File: src/rtl/lr_stack_ctl_if.sv
// Call/return request, status and spill/fill memory signals of the link-register stack.
// slave is the stack controller side, master the pipeline/memory side.
interface lr_stack_ctl_if #(
   parameter int DATA_W = 16,
   parameter int DEPTH  = 4
);
   logic                     call_en;
   logic [DATA_W-1:0]        call_addr;
   logic                     ret_en;
   logic [DATA_W-1:0]        ret_addr;
   logic                     ret_valid;
   logic                     busy;
   logic                     mem_req;
   logic                     mem_we;
   logic [DATA_W-1:0]        mem_addr;
   logic [DATA_W-1:0]        mem_wdata;
   logic                     mem_ack;
   logic [DATA_W-1:0]        mem_rdata;
   logic [$clog2(DEPTH):0]   depth;
   logic                     ovf;
   logic                     unf;

   modport slave (
      input  call_en, call_addr, ret_en, mem_ack, mem_rdata,
      output ret_addr, ret_valid, busy, mem_req, mem_we, mem_addr, mem_wdata,
             depth, ovf, unf
   );

   modport master (
      output call_en, call_addr, ret_en, mem_ack, mem_rdata,
      input  ret_addr, ret_valid, busy, mem_req, mem_we, mem_addr, mem_wdata,
             depth, ovf, unf
   );
endinterface

File: src/rtl/lr_stack_ctl.sv
// Return-address stack: DEPTH on-chip entries in a circular buffer, oldest entries
// spilled to / refilled from memory via a req/ack handshake while busy stalls the pipe.
module lr_stack_ctl #(
   parameter int                DATA_W      = 16,
   parameter int                DEPTH       = 4,
   parameter logic [DATA_W-1:0] SPILL_BASE  = 16'hFF00,
   parameter int                SPILL_DEPTH = 64
) (
   input logic           clk,
   input logic           reset_n,
   lr_stack_ctl_if.slave bus
);
   localparam int PW  = $clog2(DEPTH);
   localparam int DW  = PW + 1;
   localparam int SCW = $clog2(SPILL_DEPTH + 1);

   typedef enum logic [1:0] {IDLE, SPILL, FILL} state_e;

   state_e              state_q, state_d;
   logic [DATA_W-1:0]   stk_q [DEPTH];
   logic [PW-1:0]       bot_q, bot_d;
   logic [DW-1:0]       cnt_q, cnt_d;
   logic [SCW-1:0]      spill_q, spill_d;
   logic [DATA_W-1:0]   pend_q, pend_d;
   logic                pend_push_q, pend_push_d;
   logic [DATA_W-1:0]   ret_addr_q, ret_addr_d;
   logic                ret_valid_q, ret_valid_d;
   logic                ovf_q, ovf_d;
   logic                unf_q, unf_d;

   logic                wr_en;
   logic [PW-1:0]       wr_idx;
   logic [DATA_W-1:0]   wr_data;
   logic [PW-1:0]       top_idx, free_idx;
   logic                idle, empty, full, spill_empty, spill_full;
   logic                pop_acc, push_acc, go_fill, go_spill;

   always_comb begin
      idle        = (state_q == IDLE);
      empty       = (cnt_q == '0);
      full        = (cnt_q == DW'(DEPTH));
      spill_empty = (spill_q == '0);
      spill_full  = (spill_q == SCW'(SPILL_DEPTH));
      top_idx     = bot_q + cnt_q[PW-1:0] - PW'(1);
      free_idx    = bot_q + cnt_q[PW-1:0];
      pop_acc     = idle & bus.ret_en;
      push_acc    = idle & bus.call_en;
      go_fill     = pop_acc & empty & ~spill_empty;
      go_spill    = push_acc & ~bus.ret_en & full & ~spill_full;
   end

   always_ff @(posedge clk or negedge reset_n) begin
      if (!reset_n) state_q <= IDLE;
      else          state_q <= state_d;
   end

   always_comb begin
      state_d = state_q;
      case (state_q)
         IDLE:        if (go_fill) state_d = FILL;
                      else if (go_spill) state_d = SPILL;
         SPILL, FILL: if (bus.mem_ack) state_d = IDLE;
         default:     state_d = IDLE;
      endcase
   end

   // Handshake outputs decode from state_q only, so reset drops mem_req asynchronously.
   always_comb begin
      bus.busy      = (state_q != IDLE);
      bus.mem_req   = (state_q != IDLE);
      bus.mem_we    = (state_q == SPILL);
      bus.mem_addr  = '0;
      bus.mem_wdata = '0;
      case (state_q)
         SPILL: begin
            bus.mem_addr  = SPILL_BASE + DATA_W'(spill_q);
            bus.mem_wdata = stk_q[bot_q];
         end
         FILL:    bus.mem_addr = SPILL_BASE + DATA_W'(spill_q) - DATA_W'(1);
         default: ;
      endcase
   end

   always_comb begin
      cnt_d       = cnt_q;
      bot_d       = bot_q;
      spill_d     = spill_q;
      pend_d      = pend_q;
      pend_push_d = pend_push_q;
      ret_addr_d  = ret_addr_q;
      ret_valid_d = 1'b0;
      ovf_d       = ovf_q;
      unf_d       = unf_q;
      wr_en       = 1'b0;
      wr_idx      = free_idx;
      wr_data     = bus.call_addr;
      case (state_q)
         IDLE: begin
            if (pop_acc) begin
               if (!empty) begin
                  ret_addr_d  = stk_q[top_idx];
                  ret_valid_d = 1'b1;
                  // A simultaneous push simply replaces the popped top.
                  if (bus.call_en) begin
                     wr_en  = 1'b1;
                     wr_idx = top_idx;
                  end else begin
                     cnt_d = cnt_q - DW'(1);
                  end
               end else if (!spill_empty) begin
                  pend_d      = bus.call_addr;
                  pend_push_d = bus.call_en;
               end else begin
                  ret_addr_d  = '0;
                  ret_valid_d = 1'b1;
                  unf_d       = 1'b1;
                  if (bus.call_en) begin
                     wr_en = 1'b1;
                     cnt_d = DW'(1);
                  end
               end
            end else if (push_acc) begin
               if (!full) begin
                  wr_en = 1'b1;
                  cnt_d = cnt_q + DW'(1);
               end else if (!spill_full) begin
                  pend_d = bus.call_addr;
               end else begin
                  wr_en  = 1'b1;
                  wr_idx = bot_q;
                  bot_d  = bot_q + PW'(1);
                  ovf_d  = 1'b1;
               end
            end
         end
         SPILL: if (bus.mem_ack) begin
            // The freed bottom slot is exactly where the latched push lands.
            spill_d = spill_q + SCW'(1);
            wr_en   = 1'b1;
            wr_idx  = bot_q;
            wr_data = pend_q;
            bot_d   = bot_q + PW'(1);
         end
         FILL: if (bus.mem_ack) begin
            ret_addr_d  = bus.mem_rdata;
            ret_valid_d = 1'b1;
            spill_d     = spill_q - SCW'(1);
            if (pend_push_q) begin
               wr_en   = 1'b1;
               wr_data = pend_q;
               cnt_d   = DW'(1);
            end
         end
         default: ;
      endcase
   end

   always_ff @(posedge clk or negedge reset_n) begin
      if (!reset_n) begin
         cnt_q       <= '0;
         bot_q       <= '0;
         spill_q     <= '0;
         pend_q      <= '0;
         pend_push_q <= 1'b0;
         ret_addr_q  <= '0;
         ret_valid_q <= 1'b0;
         ovf_q       <= 1'b0;
         unf_q       <= 1'b0;
      end else begin
         cnt_q       <= cnt_d;
         bot_q       <= bot_d;
         spill_q     <= spill_d;
         pend_q      <= pend_d;
         pend_push_q <= pend_push_d;
         ret_addr_q  <= ret_addr_d;
         ret_valid_q <= ret_valid_d;
         ovf_q       <= ovf_d;
         unf_q       <= unf_d;
      end
   end

   always_ff @(posedge clk) begin
      if (wr_en) stk_q[wr_idx] <= wr_data;
   end

   assign bus.ret_addr  = ret_addr_q;
   assign bus.ret_valid = ret_valid_q;
   assign bus.depth     = cnt_q;
   assign bus.ovf       = ovf_q;
   assign bus.unf       = unf_q;
endmodule

File: src/flat_wrapper.sv
// flat-port wrapper written by rule: the top's interface ports become plain ports
module lr_stack_ctl_flat 
#(
   parameter int                DATA_W      = 16,
   parameter int                DEPTH       = 4,
   parameter logic [DATA_W-1:0] SPILL_BASE  = 16'hFF00,
   parameter int                SPILL_DEPTH = 64
)
  (clk, reset_n, bus_call_en, bus_call_addr, bus_ret_en, bus_mem_ack, bus_mem_rdata, bus_ret_addr, bus_ret_valid, bus_busy, bus_mem_req, bus_mem_we, bus_mem_addr, bus_mem_wdata, bus_depth, bus_ovf, bus_unf);
  lr_stack_ctl_if #(.DATA_W(DATA_W), .DEPTH(DEPTH)) bus_i ();
  input logic clk;
  input logic reset_n;
  input wire logic [$bits(bus_i.call_en)-1:0] bus_call_en;
  input wire logic [$bits(bus_i.call_addr)-1:0] bus_call_addr;
  input wire logic [$bits(bus_i.ret_en)-1:0] bus_ret_en;
  input wire logic [$bits(bus_i.mem_ack)-1:0] bus_mem_ack;
  input wire logic [$bits(bus_i.mem_rdata)-1:0] bus_mem_rdata;
  output wire logic [$bits(bus_i.ret_addr)-1:0] bus_ret_addr;
  output wire logic [$bits(bus_i.ret_valid)-1:0] bus_ret_valid;
  output wire logic [$bits(bus_i.busy)-1:0] bus_busy;
  output wire logic [$bits(bus_i.mem_req)-1:0] bus_mem_req;
  output wire logic [$bits(bus_i.mem_we)-1:0] bus_mem_we;
  output wire logic [$bits(bus_i.mem_addr)-1:0] bus_mem_addr;
  output wire logic [$bits(bus_i.mem_wdata)-1:0] bus_mem_wdata;
  output wire logic [$bits(bus_i.depth)-1:0] bus_depth;
  output wire logic [$bits(bus_i.ovf)-1:0] bus_ovf;
  output wire logic [$bits(bus_i.unf)-1:0] bus_unf;
  assign bus_i.call_en = bus_call_en;
  assign bus_i.call_addr = bus_call_addr;
  assign bus_i.ret_en = bus_ret_en;
  assign bus_i.mem_ack = bus_mem_ack;
  assign bus_i.mem_rdata = bus_mem_rdata;
  assign bus_ret_addr = bus_i.ret_addr;
  assign bus_ret_valid = bus_i.ret_valid;
  assign bus_busy = bus_i.busy;
  assign bus_mem_req = bus_i.mem_req;
  assign bus_mem_we = bus_i.mem_we;
  assign bus_mem_addr = bus_i.mem_addr;
  assign bus_mem_wdata = bus_i.mem_wdata;
  assign bus_depth = bus_i.depth;
  assign bus_ovf = bus_i.ovf;
  assign bus_unf = bus_i.unf;
  lr_stack_ctl #(.DATA_W(DATA_W), .DEPTH(DEPTH), .SPILL_BASE(SPILL_BASE), .SPILL_DEPTH(SPILL_DEPTH)) u_core (.clk(clk), .reset_n(reset_n), .bus(bus_i));
endmodule
File: config.mk
export PLATFORM = sky130hd
export DESIGN_NAME = lr_stack_ctl_flat
export DESIGN_NICKNAME = d
export VERILOG_FILES = /design/src/rtl/lr_stack_ctl_if.sv /design/src/rtl/lr_stack_ctl.sv /design/src/flat_wrapper.sv
export SDC_FILE = /design/constraint.sdc
export NUM_CORES = 1
export LEC_CHECK = 0
export CORE_MARGIN = 3
export CORE_UTILIZATION = 35
export CTS_BUF_LIST = sky130_fd_sc_hd__clkbuf_8
export DETAILED_ROUTE_END_ITERATION = 8
export PLACE_DENSITY = 0.58
export SYNTH_ARGS = -nofsm -noshare
export SYNTH_HDL_FRONTEND = slang
export SYNTH_SLANG_ARGS = --single-unit
File: constraint.sdc
create_clock -name clk -period 3.6 [get_ports clk]
set_input_delay 0.36 -clock clk [delete_from_list [all_inputs] [get_ports clk]]
set_output_delay 0.36 -clock clk [all_outputs]
set_load 0.05 [all_outputs]
==> results.cfg, run 1 <==
[synthesis]
yosys.area_share.simple = 0.191
synth_area_per_cell_um2 = 9.89
synthCells = 685
synth_top_area_cell = edfxtp_1
syn-num-nets = 738
synth_cell_types = 67
ys_top_cells_by_area = edfxtp_1 (28%), dfrtp_1 (18%), nand2_1 (3.9%)
yosysSeqAreaShare = 0.469
synth_adder_area_share = 0.0307
synth_edf_count = 64
synth_top_family_by_area = compound AO/OA/AOI/OAI gates
ys_async_sr_fraction = 0.439
ys.flop_type = edfxtp_1
synthMuxAreaShare = 0.0595
synth_top_area_frac = 0.284
synth_compound_area_frac = 0.191
synth-xor-area-share = 0.0102
ys_ff_latch = 114
netlist_area_um2 = 6770
synth-warning-count = 0

[grt]
grt_usage = 0.178
grt_max_degree = 103
grt_pass1_wl_um = 29600
grt_overflow = 0
grt_pass1_vias = 5541
antenna_found_initial = 0

[worst_setup_path]
critPathCaptureType = primary output
endpoint = bus_mem_addr[5]
r2r_cells = 8
worstPathArrival_ns = 2.78
r2r-start = u_core.bus.depth[1]
crit_chain = inv_1 -> ha_1 -> nand2_1 -> or3_1 -> o31ai_1 -> buf_12
crit_cells = 6
cp-startpoint = u_core.state_q[0]
r2r-end = u_core.stk_q[3][3]
crit_family = simple AND/OR/NAND/NOR gates
worst-path-max-fanout = 14
slowest_stage = ha_1
worstSetupPathType = reg2out
cp_num_buf_inv = 2
reg2reg_slack_ns = 0.69
start_kind = flop
critPathMaxStageDelay_ns = 0.57
required_ns = 3.24

[sta]
max_freq_mhz = 319
slew_violations = 0
period_share = 0.872
worst_pin_slew_ns = 0.780
hold_violations = 0
layout_setup_ws_ns = 0.460
rsz0062_at_grt = no
setup_viol = 0
relSlewSlack = 0.479
skew_ns = 0.0108
fin_tns_setup_ns = 0
min_period_ns = 3.14

[floorplanning]
dieHeight_um = 145
dieArea_um2 = 21100
die_x_um = 145
placementRows = 50
ios = 94
initial_core_util = 0.360
design.core.area_um2 = 18800

[flow_run]
drv_cap = 0

[finish]
insertedDiodeCount = 0
areaGrowthSynthToFinish_pct = 22.8
layout-drive-gt1-share = 0.121
nFillCells = 1784
fin_area_um2 = 8320
num-nets-final = 809

[placed_design]
preCtsSetupSlack_ns = 0.636
dpl-instance-area_um2 = 7940
hpwlAfterDp_um = 12800
portBuffers = 93
gp_congestion = 0.833

[clock_tree]
clockBufferDepth = 2
h-tree-depth = 4
ctsRootBufferMaster = clkbuf_8
cts_buffers = 17
numClockSinks = 114
clk_pin_slew_ns = 0.07
cts_setup_buffers = 0
clock_latency_ns = 0.45
cts_tree = built

[detailed_routing]
dr.pass1.iters = 5
routed_wirelength_um = 18800
drc = 0
detail_route.iter0.violations = 273
wire_per_inst_um = 18.3
vias = 5600
viasPerCell = 5.44
postRouteAntennaNets = 0

[worst_hold_path]
holdCritPathClass = reg2reg
whs_path_depth = 1

[run_status]
status = completed
==> worst reg2reg max path: cells and delay by family (launching register included) <==
| kind | cells | cell delay, ns |
|---|---|---|
| AND/OR/NAND/NOR | 3 | 0.89 |
| AO/OA/AOI/OAI | 1 | 0.07 |
| flip-flops | 1 | 0.58 |
| buffers and inverters | 2 | 0.45 |
| adder cells (fa/ha/maj) | 1 | 0.32 |
| multiplexers | 1 | 0.27 |
==> stage by stage <==
stage	utilization	hold WS, ns	cells
2_1_floorplan	-	0.0644	685
3_3_place_gp	0.422	0.453	996
3_5_place_dp	0.422	0.469	996
4_1_cts	0.441	0.477	1029
5_1_grt	0.442	0.499	1029
6_report	0.442	0.476	1029
==> per-layer routing <==
metal / up-vias / track usage / wire length (um)
met5: - / 0 / 0
met4: 0 / 0.0708 / 411
met3: 36 / 0.0359 / 882
met2: 148 / 0.294 / 8950
met1: 2717 / 0.229 / 8550
li1: 2699 / - / -
==> state kept, by name, summed over array words and instances, names as in the netlist <==
| name | cells |
|---|---|
| u_core.stk_q | 64 |
| u_core.bus.ret_addr | 16 |
| u_core.pend_q | 16 |
| u_core.spill_q | 7 |
| u_core.bus.depth | 3 |
| u_core.bot_q | 2 |
| u_core.state_q | 2 |
| u_core.bus.ovf | 1 |
| u_core.bus.ret_valid | 1 |
| u_core.bus.unf | 1 |
| u_core.pend_push_q | 1 |
==> cell usage after synthesis, drive strengths merged, types with 2 or more instances <==
library cell / count
o21bai: 2
xor2: 2
mux2i: 20
buf: 28
or3: 3
a22o: 18
a21oi: 30
o221ai: 16
o31ai: 18
o311ai: 2
o2111ai: 2
a21o: 2
nand2b: 7
inv: 12
edfxtp: 64
mux2: 18
nor3b: 6
nand3: 44
a31oi: 20
nor2b: 22
xnor2: 5
nor2: 57
o22ai: 2
a211oi: 18
nor3: 38
dfrtp: 50
ha: 15
o41ai: 2
o21ai: 18
o21a: 20
nor4b: 2
nand2: 71
clkbuf: 31
==> layout by cell type (no fill, tap or decap), drive strengths merged, types with 15 or more instances in the layout <==
cell type / synthesis / final
o21a: 20 / 20
nor2: 57 / 57
a211oi: 18 / 18
o221ai: 16 / 16
o31ai: 18 / 18
mux2i: 20 / 20
clkdlybuf4s50: 0 / 83
nor3: 38 / 38
nand2: 71 / 71
inv: 12 / 16
ha: 15 / 15
a31oi: 20 / 20
edfxtp: 64 / 64
dfrtp: 50 / 50
a22o: 18 / 18
nor2b: 22 / 22
clkbuf: 31 / 18
a21oi: 30 / 30
mux2: 18 / 18
nand3: 44 / 44
o21ai: 18 / 18
buf: 28 / 27
==> how the worst min path moves through the flow <==
stage	from	end	slack, ns
detailed placement	reset_n	u_core.spill_q[1]	0.47
CTS	bus_mem_rdata[11]	u_core.bus.ret_addr[11]	0.48
floorplan	reset_n	u_core.bot_q[0]	0.06
global route	bus_mem_rdata[2]	u_core.bus.ret_addr[2]	0.50
finish	u_core.bus.ovf	u_core.bus.ovf	0.48
global placement	reset_n	u_core.spill_q[1]	0.45
==> area by class of cell <==
cell class / instances / area (um2) / area share
well taps: 260 / 325 / 0.0391
clock inverters: 14 / 118 / 0.0141
multi-input cells: 499 / 3300 / 0.396
inverters: 13 / 52.6 / 0.00632
clock buffers: 18 / 248 / 0.0298
repair buffers: 111 / 1100 / 0.133
flip-flops and latches: 114 / 3170 / 0.382
==> cells by family after synthesis <==
| family | after synthesis |
|---|---|
| flip-flops | 114 |
| XOR/XNOR | 7 |
| buffers and inverters | 72 |
| AO/OA/AOI/OAI | 177 |
| AND/OR/NAND/NOR | 261 |
| multiplexers | 38 |
| adder cells (fa/ha/maj) | 16 |
==> repair_timing <==
item | CTS | global route
hold buffers | 1 | 0
endpoints found under the hold margin | 27 | 0
endpoints found under the setup margin | 0 | 1
gates resized for setup | 0 | 1
Power of run 1 is not shown: default switching activity piles up to over one toggle a cycle in this logic, so the estimate is an artifact.
==> run 2, diff against run 1 <==
--- a/config.mk
+++ b/config.mk
@@ -5,7 +5,7 @@
 export SDC_FILE = /design/constraint.sdc
 export NUM_CORES = 1
 export LEC_CHECK = 0
-export CORE_MARGIN = 3
+export CORE_MARGIN = 4
 export CORE_UTILIZATION = 35
 export CTS_BUF_LIST = sky130_fd_sc_hd__clkbuf_8
 export DETAILED_ROUTE_END_ITERATION = 8
==> run 2 against run 1 <==
Compared with the run above:
- non-clock buffer count is the same
- count of clock-buffer cells in the layout shrank 1
- fmax shrank 7.6%
- core utilization shrank 0.21 points
- cell count is the same
- first-iteration DRC count grew 92%
==> results.cfg, run 2 (synthesis gave the netlist of run 1 again) <==
[worst_setup_path]
worstSetupPathType = reg2out
worst-path-max-fanout = 21
crit_family = buffers and inverters
slowest_stage = ha_1
worstPathArrival_ns = 3.04
r2r-start = u_core.state_q[1]
crit_chain = inv_1 -> ha_1 -> buf_4 -> o21a_1 -> clkdlybuf4s50_1
critPathCaptureType = primary output
cp-startpoint = u_core.state_q[1]
critPathMaxStageDelay_ns = 0.82
cp_num_buf_inv = 3
start_kind = flop
required_ns = 3.24

[clock_tree]
numClockSinks = 114
clockBufferDepth = 2
clk_pin_slew_ns = 0.07
ctsRootBufferMaster = clkbuf_8
h-tree-depth = 4
cts_buffers = 17
cts_setup_buffers = 0
clock_latency_ns = 0.44
cts_tree = built

[grt]
grt_overflow = 0
antenna_found_initial = 0
grt_usage = 0.180
grt_pass1_vias = 5508
grt_max_degree = 68
grt_pass1_wl_um = 30800

[sta]
slew_violations = 0
layout_setup_ws_ns = 0.202
skew_ns = 0.0128
period_share = 0.944
min_period_ns = 3.40
worst_pin_slew_ns = 1.01
hold_violations = 0
rsz0062_at_grt = no
relSlewSlack = 0.326
fin_tns_setup_ns = 0
setup_viol = 0
max_freq_mhz = 294

[detailed_routing]
viasPerCell = 5.56
wire_per_inst_um = 18.9
detail_route.iter0.violations = 523
vias = 5721
routed_wirelength_um = 19400
postRouteAntennaNets = 0
dr.pass1.iters = 5
drc = 0

[finish]
num-nets-final = 809
mostFrequentLayoutCells = clkdlybuf4s50_1 (83), nand2_1 (71), edfxtp_1 (64)
insertedDiodeCount = 0
areaGrowthSynthToFinish_pct = 22.6
multi_input_area_um2 = 3300
regArea_um2 = 3170
largest_register_ffs = 64
nFillCells = 1810
layout-drive-gt1-share = 0.117
layout_commonest_cell = clkdlybuf4s50_1
regMostFlops = u_core.stk_q

[floorplanning]
design.core.area_um2 = 18900
placementRows = 50
die_x_um = 147
dieHeight_um = 147
dieArea_um2 = 21600
initial_core_util = 0.358
ios = 94

[worst_hold_path]
holdCritPathClass = in2async

[placed_design]
preCtsSetupSlack_ns = 0.611
portBuffers = 93
hpwlAfterDp_um = 13200
gp_congestion = 0.875

[run_status]
status = completed

[flow_run]
drv_cap = 0
==> run 2: cell types whose count changed in the layout (fill, tap and decap cells not counted), sizes merged <==
cell	delta
clkinvlp	-3
clkinv	+2
inv	+2
clkbuf	-1
==> run 2: repair_timing <==
| action | 4_1_cts | 5_1_grt |
|---|---|---|
| endpoints found under the hold margin | 22 | 0 |
| gates resized for setup | 0 | 0 |
| setup endpoints to repair | 0 | 0 |
| hold buffers | 1 | 0 |
==> run 2: through the flow <==
stage,util,instances,hold WS [ns],cell area (um2)
global placement,0.420,996,0.389,7940
global route,0.440,1029,0.484,8300
CTS,0.440,1029,0.465,8300
detailed placement,0.420,996,0.398,7940
floorplan,-,685,0.0644,6780
finish,0.440,1029,0.454,8300
==> run 2: final timing paths <==
path	depth (start not counted)	slack, ns	end
max	5	0.20	bus_mem_wdata[7]
min	2	0.45	u_core.spill_q[6]
max reg2reg	8	0.57	u_core.stk_q[0][5]
min reg2reg	1	0.47	u_core.bus.ovf
max in group asynchronous	3	2.34	u_core.bus.ret_addr[3]
min in group clk	1	0.47	u_core.bus.ovf
==> run 2: area by class of cell <==
cell class / instances / area share
Clock inverter: 15 / 0.0148
Sequential cell: 114 / 0.382
Multi-Input combinational cell: 499 / 0.397
Clock buffer: 17 / 0.0282
Inverter: 13 / 0.00588
Tap cell: 260 / 0.0392
Timing Repair Buffer: 111 / 0.133
==> run 2: worst register-to-register path, cell delays in order, from the launching register on <==
cell	delay, ns
dfrtp_1	0.41
inv_1	0.09
ha_1	0.82
a21oi_1	0.12
or3b_2	0.49
o41ai_2	0.08
nand4bb_1	0.22
a21oi_1	0.17
buf_4	0.29
==> run 2: routing by layer <==
layer / vias to the layer above / GRT usage / share of wire
li1: 2686 / - / -
met1: 2778 / 0.253 / 0.46
met2: 237 / 0.274 / 0.45
met3: 20 / 0.0506 / 0.075
met4: 0 / 0.0461 / 0.014
met5: - / 0 / 0
Power of run 2 is left out for the same reason.
